## config.mk

```make
export PLATFORM = sky130hd
export DESIGN_NAME = mag_cal_apply
export DESIGN_NICKNAME = d
export VERILOG_FILES = /design/src/rtl/mag_cal_apply.sv
export SDC_FILE = /design/constraint.sdc
export NUM_CORES = 2
export LEC_CHECK = 0
export CORE_UTILIZATION = 55
export DETAILED_ROUTE_END_ITERATION = 10
export GPL_TIMING_DRIVEN = 0
export PLACE_DENSITY_LB_ADDON = 0.08
export SYNTH_ARGS = -nofsm -noshare
export SYNTH_HDL_FRONTEND = slang
export SYNTH_SLANG_ARGS = --single-unit
```

## constraint.sdc

```tcl
create_clock -name clk -period 17.4 [get_ports clk]
set_input_delay 2.61 -clock clk [delete_from_list [all_inputs] [get_ports clk]]
set_output_delay 2.61 -clock clk [all_outputs]
set_load 0.1 [all_outputs]
```

## src/rtl/mag_cal_apply.sv

```systemverilog
`default_nettype none
// mag_cal_apply: hard-iron offset, per-axis gain, soft-iron matrix and squared magnitude,
// all sequenced over one shared signed W x W multiplier. Rev 1.0
module mag_cal_apply #(
  parameter int W    = 24,
  parameter int FRAC = 12
) (
  input  logic                clk,
  input  logic                rst_n,
  input  logic                in_valid,
  output logic                in_ready,
  input  logic signed [W-1:0] raw_x,
  input  logic signed [W-1:0] raw_y,
  input  logic signed [W-1:0] raw_z,
  input  logic signed [W-1:0] offset_x,
  input  logic signed [W-1:0] offset_y,
  input  logic signed [W-1:0] offset_z,
  input  logic signed [W-1:0] gain_x,
  input  logic signed [W-1:0] gain_y,
  input  logic signed [W-1:0] gain_z,
  input  logic signed [W-1:0] m00, m01, m02,
  input  logic signed [W-1:0] m10, m11, m12,
  input  logic signed [W-1:0] m20, m21, m22,
  output logic signed [W-1:0] out_x,
  output logic signed [W-1:0] out_y,
  output logic signed [W-1:0] out_z,
  output logic [31:0]         out_mag2,
  output logic                out_valid,
  output logic                busy
);
  localparam int PW = 2 * W;
  localparam int AW = 2 * W + 2;
  localparam logic signed [AW-1:0] SAT_MAX = {{(AW-W+1){1'b0}}, {(W-1){1'b1}}};
  localparam logic signed [AW-1:0] SAT_MIN = {{(AW-W+1){1'b1}}, {(W-1){1'b0}}};

  typedef enum logic [2:0] {
    ST_IDLE = 3'd0, ST_OFFS = 3'd1, ST_GAIN = 3'd2,
    ST_MAT  = 3'd3, ST_MAG  = 3'd4, ST_DONE = 3'd5
  } state_t;

  function automatic logic signed [W-1:0] sat_w(input logic signed [AW-1:0] v);
    if (v > SAT_MAX)      return SAT_MAX[W-1:0];
    else if (v < SAT_MIN) return SAT_MIN[W-1:0];
    else                  return v[W-1:0];
  endfunction

  logic signed [W-1:0] raw_in [3];
  logic signed [W-1:0] off_in [3];
  logic signed [W-1:0] gain_in [3];
  logic signed [W-1:0] m_in [9];

  assign raw_in  = '{raw_x, raw_y, raw_z};
  assign off_in  = '{offset_x, offset_y, offset_z};
  assign gain_in = '{gain_x, gain_y, gain_z};
  assign m_in    = '{m00, m01, m02, m10, m11, m12, m20, m21, m22};

  state_t              state_q, state_d;
  logic [1:0]          i_q, i_d, j_q, j_d;
  logic signed [W-1:0] raw_q [3], raw_d [3];
  logic signed [W-1:0] off_q [3], off_d [3];
  logic signed [W-1:0] gain_q [3], gain_d [3];
  logic signed [W-1:0] m_q [9], m_d [9];
  logic signed [W-1:0] dv_q [3], dv_d [3];
  logic signed [W-1:0] g_q [3], g_d [3];
  logic signed [W-1:0] c_q [3], c_d [3];
  logic signed [AW-1:0] acc_q, acc_d;
  logic [AW-1:0]       s_q, s_d;
  logic signed [W-1:0] out_x_q, out_x_d, out_y_q, out_y_d, out_z_q, out_z_d;
  logic [31:0]         out_mag2_q, out_mag2_d;

  logic signed [W-1:0]  mul_a, mul_b;
  logic signed [PW-1:0] prod;
  logic signed [AW-1:0] prod_ext, prod_shr, acc_sum, acc_shr;
  logic [AW-1:0]        s_sum, s_shr;
  logic                 m_all_zero;
  logic [3:0]           m_idx;

  assign prod     = mul_a * mul_b;
  assign prod_ext = {{(AW-PW){prod[PW-1]}}, prod};
  assign prod_shr = prod_ext >>> FRAC;
  assign acc_sum  = ((j_q == 2'd0) ? '0 : acc_q) + prod_ext;
  assign acc_shr  = acc_sum >>> FRAC;
  // Squares are never negative, so the product is zero-extended into the unsigned sum.
  assign s_sum    = ((j_q == 2'd0) ? '0 : s_q) + {{(AW-PW){1'b0}}, prod};
  assign s_shr    = s_sum >> FRAC;
  assign m_idx    = 4'(i_q) * 4'd3 + 4'(j_q);

  always_comb begin
    m_all_zero = 1'b1;
    for (int k = 0; k < 9; k++) begin
      if (m_q[k] != '0) m_all_zero = 1'b0;
    end
  end

  always_comb begin
    state_d    = state_q;
    i_d        = i_q;
    j_d        = j_q;
    raw_d      = raw_q;
    off_d      = off_q;
    gain_d     = gain_q;
    m_d        = m_q;
    dv_d       = dv_q;
    g_d        = g_q;
    c_d        = c_q;
    acc_d      = acc_q;
    s_d        = s_q;
    out_x_d    = out_x_q;
    out_y_d    = out_y_q;
    out_z_d    = out_z_q;
    out_mag2_d = out_mag2_q;
    mul_a      = '0;
    mul_b      = '0;

    case (state_q)
      ST_IDLE: begin
        if (in_valid) begin
          raw_d   = raw_in;
          off_d   = off_in;
          gain_d  = gain_in;
          m_d     = m_in;
          state_d = ST_OFFS;
        end
      end
      ST_OFFS: begin
        for (int k = 0; k < 3; k++) begin
          dv_d[k] = sat_w({{(AW-W){raw_q[k][W-1]}}, raw_q[k]} - {{(AW-W){off_q[k][W-1]}}, off_q[k]});
        end
        j_d     = 2'd0;
        state_d = ST_GAIN;
      end
      ST_GAIN: begin
        mul_a     = dv_q[j_q];
        mul_b     = gain_q[j_q];
        g_d[j_q]  = sat_w(prod_shr);
        if (j_q == 2'd2) begin
          j_d = 2'd0;
          i_d = 2'd0;
          if (m_all_zero) begin
            // Identity bypass: the z gain result is only available combinationally here.
            c_d[0]  = g_q[0];
            c_d[1]  = g_q[1];
            c_d[2]  = sat_w(prod_shr);
            state_d = ST_MAG;
          end else begin
            state_d = ST_MAT;
          end
        end else begin
          j_d = j_q + 2'd1;
        end
      end
      ST_MAT: begin
        mul_a = m_q[m_idx];
        mul_b = g_q[j_q];
        acc_d = acc_sum;
        if (j_q == 2'd2) begin
          c_d[i_q] = sat_w(acc_shr);
          j_d      = 2'd0;
          if (i_q == 2'd2) begin
            i_d     = 2'd0;
            state_d = ST_MAG;
          end else begin
            i_d = i_q + 2'd1;
          end
        end else begin
          j_d = j_q + 2'd1;
        end
      end
      ST_MAG: begin
        mul_a = c_q[j_q];
        mul_b = c_q[j_q];
        s_d   = s_sum;
        if (j_q == 2'd2) begin
          // Results land on the edge entering DONE so they coincide with out_valid.
          out_x_d    = c_q[0];
          out_y_d    = c_q[1];
          out_z_d    = c_q[2];
          out_mag2_d = (|s_shr[AW-1:32]) ? 32'hFFFF_FFFF : s_shr[31:0];
          j_d        = 2'd0;
          state_d    = ST_DONE;
        end else begin
          j_d = j_q + 2'd1;
        end
      end
      ST_DONE: state_d = ST_IDLE;
      default: state_d = ST_IDLE;
    endcase
  end

  always_ff @(posedge clk or negedge rst_n) begin
    if (!rst_n) begin
      state_q    <= ST_IDLE;
      i_q        <= '0;
      j_q        <= '0;
      acc_q      <= '0;
      s_q        <= '0;
      out_x_q    <= '0;
      out_y_q    <= '0;
      out_z_q    <= '0;
      out_mag2_q <= '0;
      for (int k = 0; k < 3; k++) begin
        raw_q[k]  <= '0;
        off_q[k]  <= '0;
        gain_q[k] <= '0;
        dv_q[k]   <= '0;
        g_q[k]    <= '0;
        c_q[k]    <= '0;
      end
      for (int k = 0; k < 9; k++) m_q[k] <= '0;
    end else begin
      state_q    <= state_d;
      i_q        <= i_d;
      j_q        <= j_d;
      acc_q      <= acc_d;
      s_q        <= s_d;
      out_x_q    <= out_x_d;
      out_y_q    <= out_y_d;
      out_z_q    <= out_z_d;
      out_mag2_q <= out_mag2_d;
      raw_q      <= raw_d;
      off_q      <= off_d;
      gain_q     <= gain_d;
      dv_q       <= dv_d;
      g_q        <= g_d;
      c_q        <= c_d;
      m_q        <= m_d;
    end
  end

  assign in_ready  = (state_q == ST_IDLE);
  assign busy      = (state_q != ST_IDLE);
  assign out_valid = (state_q == ST_DONE);
  assign out_x     = out_x_q;
  assign out_y     = out_y_q;
  assign out_z     = out_z_q;
  assign out_mag2  = out_mag2_q;

endmodule
`default_nettype wire
```

# After elaboration in Yosys (flattened, before gate mapping)
# Index checks and enable logic that the tools add are counted.
# classes
muxes	65
eq_ne	13
n_addsub	8
div_mod_pow	0
n_reduce_logical	23
multipliers	2
n_shift	0
n_bitwise	3
n_lt_le_gt_ge	15
# op_table
operator	n
$mux 24	25
$mux 72	3
$reduce_bool 24->1	9
$bmux 24 s2	4
$bwmux 72	2
$pmux 24 s3	2
$pmux 72 s2	1
$mux 50	2
$bmux 24 s4	1
$demux 24 s2	2
$gt 25x24->1 const B	3
$lt 25x24->1 const B	3
$sub 24x24->25	3
$add 50x48->50	1
$add 50x50->50	1
$mul 24x24->48	1
$gt 38x24->1 const B	1
$lt 38x24->1 const B	1
$gt 36x24->1 const B	1
$lt 36x24->1 const B	1
$mux 32	1
$mux 3	6
$pmux 3 s5	1
$ne 2x2->1 const B	6
26 further kinds	48
# totals
latchBits	0
memories	0
romBits	0
out_inout_bits	107
ramBits	0
elab_cells	165
reg_bits	859

# Depth between registers and ports, before layout
# depth
depth_word	17
ltp_mapped	65

# Worst setup path before layout
# No wires, ideal clock.
# synth_path
path_kind	reg-to-reg
from	reg j_q[1]
to	reg c_q[61] (netlist name)
stages_incl_launch_ff	61
t_arrival_ps	14632
period_less_slack_ps	14722
setup_time_ps	91
path_slack_ps	2678
t_required_ps	17309
cell_sequence	dfrtp_1 > clkinv_1 > clkbuf_1 > clkbuf_1 > fa_1 > inv_1 > ha_1 > inv_1 > fa_1 > clkbuf_1 > nor4b_1 > clkbuf_1 > a22oi_1 > o221ai_1 > clkbuf_1 > clkbuf_1 > nand2_1 > fa_1 > [25 not listed] > a21oi_1 > o21ai_0 > a21oi_1 > o22ai_1 > or3_1 > o21ai_0 > o21ai_0 > a32oi_1 > a31oi_1 > maj3_2 > o311a_1 > xnor2_1 > or3_1 > o31ai_2 > buf_4 > nand2_1 > clkbuf_1 > o221ai_1
# synth_between
elab_chain_cells	16
word_cells_on_any_way	37
# synth_rtl
element	line_no	text
start: declaration	58	logic [1:0] i_q, i_d, j_q, j_d;
start signal: assignment	213	j_q <= j_d;
$add 4x2->4	86	assign m_idx = 4'(i_q) * 4'd3 + 4'(j_q);
$not 4->5 (not written as such)	153	mul_a = m_q[m_idx];
$bmux 24 s4	153	
$mux 24 (not written as such) (2 in series)	153	
$pmux 24 s3	115	case (state_q)
$mul 24x24->48	78	assign prod = mul_a * mul_b;
$add 50x50->50	81	assign acc_sum = ((j_q == 2'd0) ? '0 : acc_q) + prod_ext;
$lt 38x24->1	43	else if (v < SAT_MIN) return SAT_MIN[W-1:0];
$mux 24	43	
$mux 24	42	if (v > SAT_MAX) return SAT_MAX[W-1:0];
$mux 24	156	if (j_q == 2'd2) begin
$mux 24	115	
$bwmux 72	157	c_d[i_q] = sat_w(acc_shr);
$mux 72	156	
$pmux 72 s2	115	
end signal: indexed assignment	207	c_q[k] <= '0;
end signal: assignment	225	c_q <= c_d;
end: declaration	65	logic signed [W-1:0] c_q [3], c_d [3];
# Several ways; a longest one is shown, not always the timed one. The select of a mux whose other input is x is not followed.
# A chain may end at the register's enable or synchronous reset.

# Final worst setup path
# layout_path
from	reg j_q[0]
to	reg c_q[49] (netlist name)
# The elaborated chain is that of the path after synthesis.

==> results.txt <==
----------------------------------------------------
[Outcome]
  Violated checks ... max-capacitance violations, max-slew violations
  Outcome ... finished, violations left

[Setup path]
  Family of cells with the greatest summed delay on the critical path ... adder cells
  Delay of the slowest cell on the worst path ... 0.86 ns
  Data arrival at the endpoint of the critical path ... 17.82 ns
  Critical Path RT ... ~18 ns
  R2R setup slack ... 0.21 ns
  Slowest-stage cell, CP ... sky130_fd_sc_hd__clkdlybuf4s15_1
  Start of the worst register-to-register path ... j_q[0]
  CP Buf/Inv Count ... 13
  Start-to-end type of the worst setup path ... register to register
  Register-to-Register Path Depth ... 56
  Maximum fanout along the worst path ... 10
  Terminus of the critical flop-to-flop path ... c_q[49]
  Endpoint type of the worst setup path ... register
  Worst Setup Start Kind ... register
  Top cell by count, worst path ... sky130_fd_sc_hd__fa_1

[Yosys]
  Sequential share of the synthesized area ... 31.1%
  Number of enable-type register cells in the synthesized netlist ... 0
  Total of warnings raised by yosys ... 0
  Distinct cell type count after synthesis ... 101
  Synthesized netlist net count ... 8628
  Post-synth design cell area ... a little under 70000 µm²
  Avg Synthesized Cell Area ... 9.48 µm²
  Top FF cell, synth ... sky130_fd_sc_hd__dfrtp_1
  Number of cells produced by synthesis ... 7285
  Async set or reset register ratio after synthesis ... 100%
  FF+latch count, synth ... 859

[Die]
  Row Count ... 129
  Die extent in y ... 356 µm
  Core region area ... 124000 µm²
  Effective utilization at floorplan ... 55.7%
  I/O pin total ... 542
  Width of the die ... 356 µm
  Die footprint ... 127000 µm²

[Global route]
  Pin count of the biggest net entering global routing ... approximately 130
  Via count of the first global-routing pass ... 60800
  Antenna violations before repair ... 45
  Wire length of the first global-routing pass ... approximately 400000 µm
  Leftover overflow at the end of global routing ... 0
  Global-route usage over all layers ... 43.0%

[Detailed routing]
  First-pass DRT Iterations ... 9
  Count of antenna-violating nets left after detailed routing ... 0
  Overall via count from detail_route ... roughly 60000
  Number of violations reported at the end of detailed-routing iteration 0 ... 6738
  Ratio of routed vias to standard cells ... 6.20
  Post-detailed-routing wire length ... 272000 µm
  Average detailed-routed wire length per instance ... between 20 and 30 µm
  Residual DRC count ... 0

[Placement]
  Input/output buffers ... 541
  Routability-driven placement congestion ratio ... 1.07
  Placed standard-cell area ... 76900 µm²
  HPWL after DPL ... approximately 220000 µm

[Cells and area]
  Leading cell type in the layout, fill and taps excluded ... sky130_fd_sc_hd__nand2_1
  Most used cells in the layout excluding fill and tap cells ... sky130_fd_sc_hd__nand2_1 (1017), sky130_fd_sc_hd__dfrtp_1 (859), sky130_fd_sc_hd__inv_1 (835)
  Relative area change from synthesis to final layout ... 17.3%
  Final-layout fill cell count ... 10300
  Share of layout cells above drive strength 1 ... 10.3%
  Share of the core filled with cells in the final layout ... 65.3%
  Layout Cell Area excl Fill ... 81000 µm²
  Number of nets in the final layout ... around 9300

[STA]
  Minimum clock period ... 17.19 ns
  Max-slew violation count ... 17
  Transition time of the tightest slew-check pin ... 1.62 ns
  Hold Violations, Final ... 0
  Worst Clk Skew ... between 0.04 and 0.05 ns
  Ratio of final minimum period to clock period ... 98.8%
  Total setup violations reported at the end of the flow ... 0
  Worst relative slew slack ... -8.86%
  Achievable Freq ... 0.0582 GHz

[Flow run]
  Max capacitance violation total ... 3

[CTS]
  Post-CTS clock slew at the launch and capture registers of the worst setup and hold paths ... around 0.070 ns
  Clock tree root buffer cell ... sky130_fd_sc_hd__clkbuf_16
  Number of levels the H-tree was split into ... 3
  Clock latency on the worst-skew pair ... 0.76 ns
  Number of buffers on the longest clock path ... 3
  Number of clock sinks seen by CTS ... 859
  Clock buffers created by TritonCTS ... 95
  TritonCTS clock tree ... done

[Hold path]
  Origin of the worst min-delay path ... acc_q[0]
  Endpoint, Worst Hold ... acc_q[0]
  Class of the worst hold path ... register to register
  Cell depth of the worst hold path ... 2

----------------------------------------------------
==> sequential cells by signal (all words and copies together) (netlist names), 3 cells and up <==
| name | flops |
|---|---|
| m_q | 216 |
| c_q | 72 |
| dv_q | 72 |
| g_q | 72 |
| gain_q | 72 |
| off_q | 72 |
| raw_q | 72 |
| acc_q | 50 |
| s_q | 50 |
| out_mag2 | 32 |
| out_x | 24 |
| out_y | 24 |
| out_z | 24 |
| state_q | 3 |
==> worst register-to-register path, delay by kind of cell, from the launching register on <==
kind | cells | cell delay (ns)
buffers and inverters | 13 | 4.17
AO/OA/AOI/OAI | 20 | 4.56
AND/OR/NAND/NOR | 10 | 2.11
multiplexers | 1 | 0.20
XOR/XNOR | 2 | 0.62
flip-flops | 1 | 0.40
adder cells (fa/ha/maj) | 10 | 5.01
==> layout make-up <==
| class | instances | area (µm²) | share of cell area [%] |
|---|---|---|---|
| multi-input cells | 5196 | 43400 | 53.6 |
| flip-flops and latches | 859 | 21500 | 26.5 |
| repair buffers | 568 | 5830 | 7.19 |
| inverters | 840 | 3170 | 3.91 |
| clock buffers | 137 | 2800 | 3.45 |
| well taps | 1637 | 2050 | 2.53 |
| plain buffers | 388 | 1610 | 1.99 |
| clock inverters | 36 | 611 | 0.753 |
| diodes | 33 | 82.6 | 0.102 |
==> how the worst max path moves through the flow <==
| stage | start | to | slack [ns] | depth (start not counted) |
|---|---|---|---|---|
| after floorplan | j_q[1] | c_q[61] | 2.68 | 60 |
| after global placement | rst_n | s_q[49] | -25.50 | 1 |
| after detailed placement | j_q[1] | c_q[19] | -3.48 | 56 |
| after CTS | j_q[1] | c_q[49] | 0.003 | 59 |
| after global routing | i_q[0] | c_q[49] | -0.07 | 53 |
| final | j_q[0] | c_q[49] | 0.21 | 56 |
==> metal layers <==
metal | vias to the layer above | global-route usage, % | wire (µm)
met5 | - | 0.741 | 436
met4 | 20 | 26.6 | 19200
met3 | 864 | 11.8 | 29400
met2 | 3379 | 64.1 | 118000
met1 | 30100 | 55.5 | 104000
li1 | 25700 | - | -
==> timing repair <==
| item | in CTS | in global routing |
|---|---|---|
| hold buffers | 0 | 0 |
| pin swaps | 1 | 7 |
| endpoints found under the setup margin | 149 | 104 |
| cloned | 0 | 0 |
| setup buffers | 1 | 9 |
| resized for setup | 69 | 101 |
==> cell families (layout without fill, tap and decap cells) <==
logic type / after synthesis / in the layout / share of synthesized area [%]
mux: 537 / 537 / 9.39
flops: 859 / 859 / 31.1
compound gates: 1370 / 1370 / 12.3
simple gates: 2123 / 2123 / 13.9
xor+xnor: 207 / 207 / 2.66
other cells: 0 / 33 / 0
buf+inv: 1230 / 1969 / 6.74
fa+ha+maj: 959 / 959 / 23.9
==> per-stage QoR <==
step	hold slack, ns	TNS (ns)	setup WS (ns)	cells
3_5_place_dp	0.457	-326.58	-3.48	9479
5_1_grt	0.488	-0.255	-0.0676	9687
6_report	0.471	0	0.210	9694
3_3_place_gp	0.452	-	-25.50	9463
2_1_floorplan	0.438	0	2.68	7285
4_1_cts	0.471	0	0.00329	9651
==> cell usage after synthesis, drive strengths merged, types with 14 or more instances <==
master / n / area, µm²
a211o: 15 / 131
a211oi: 35 / 273
a21boi: 16 / 124
a21o: 77 / 578
a21oi: 458 / 2300
a221o: 25 / 250
a221oi: 33 / 289
a22oi: 31 / 233
a31o: 17 / 149
a31oi: 37 / 238
and2: 53 / 333
and3: 54 / 338
buf: 60 / 265
clkbuf: 330 / 1240
dfrtp: 859 / 21500
fa: 614 / 12300
ha: 294 / 3680
inv: 839 / 3150
maj3: 51 / 513
mux2: 410 / 4620
mux2i: 79 / 791
mux4: 48 / 1080
nand2: 1021 / 3840
nand2b: 49 / 307
nand3: 64 / 320
nand4: 41 / 257
nor2: 425 / 1600
nor2b: 185 / 1160
nor3: 80 / 400
nor4: 67 / 432
o211ai: 15 / 113
o21a: 29 / 218
o21ai: 393 / 1970
o21bai: 24 / 180
o221ai: 64 / 561
o31ai: 17 / 151
or2: 14 / 87.6
or3: 30 / 188
xnor2: 127 / 1110
xor2: 78 / 683
Power is not shown: default switching activity piles up to over one toggle a cycle in this logic, so the estimate is an artifact.
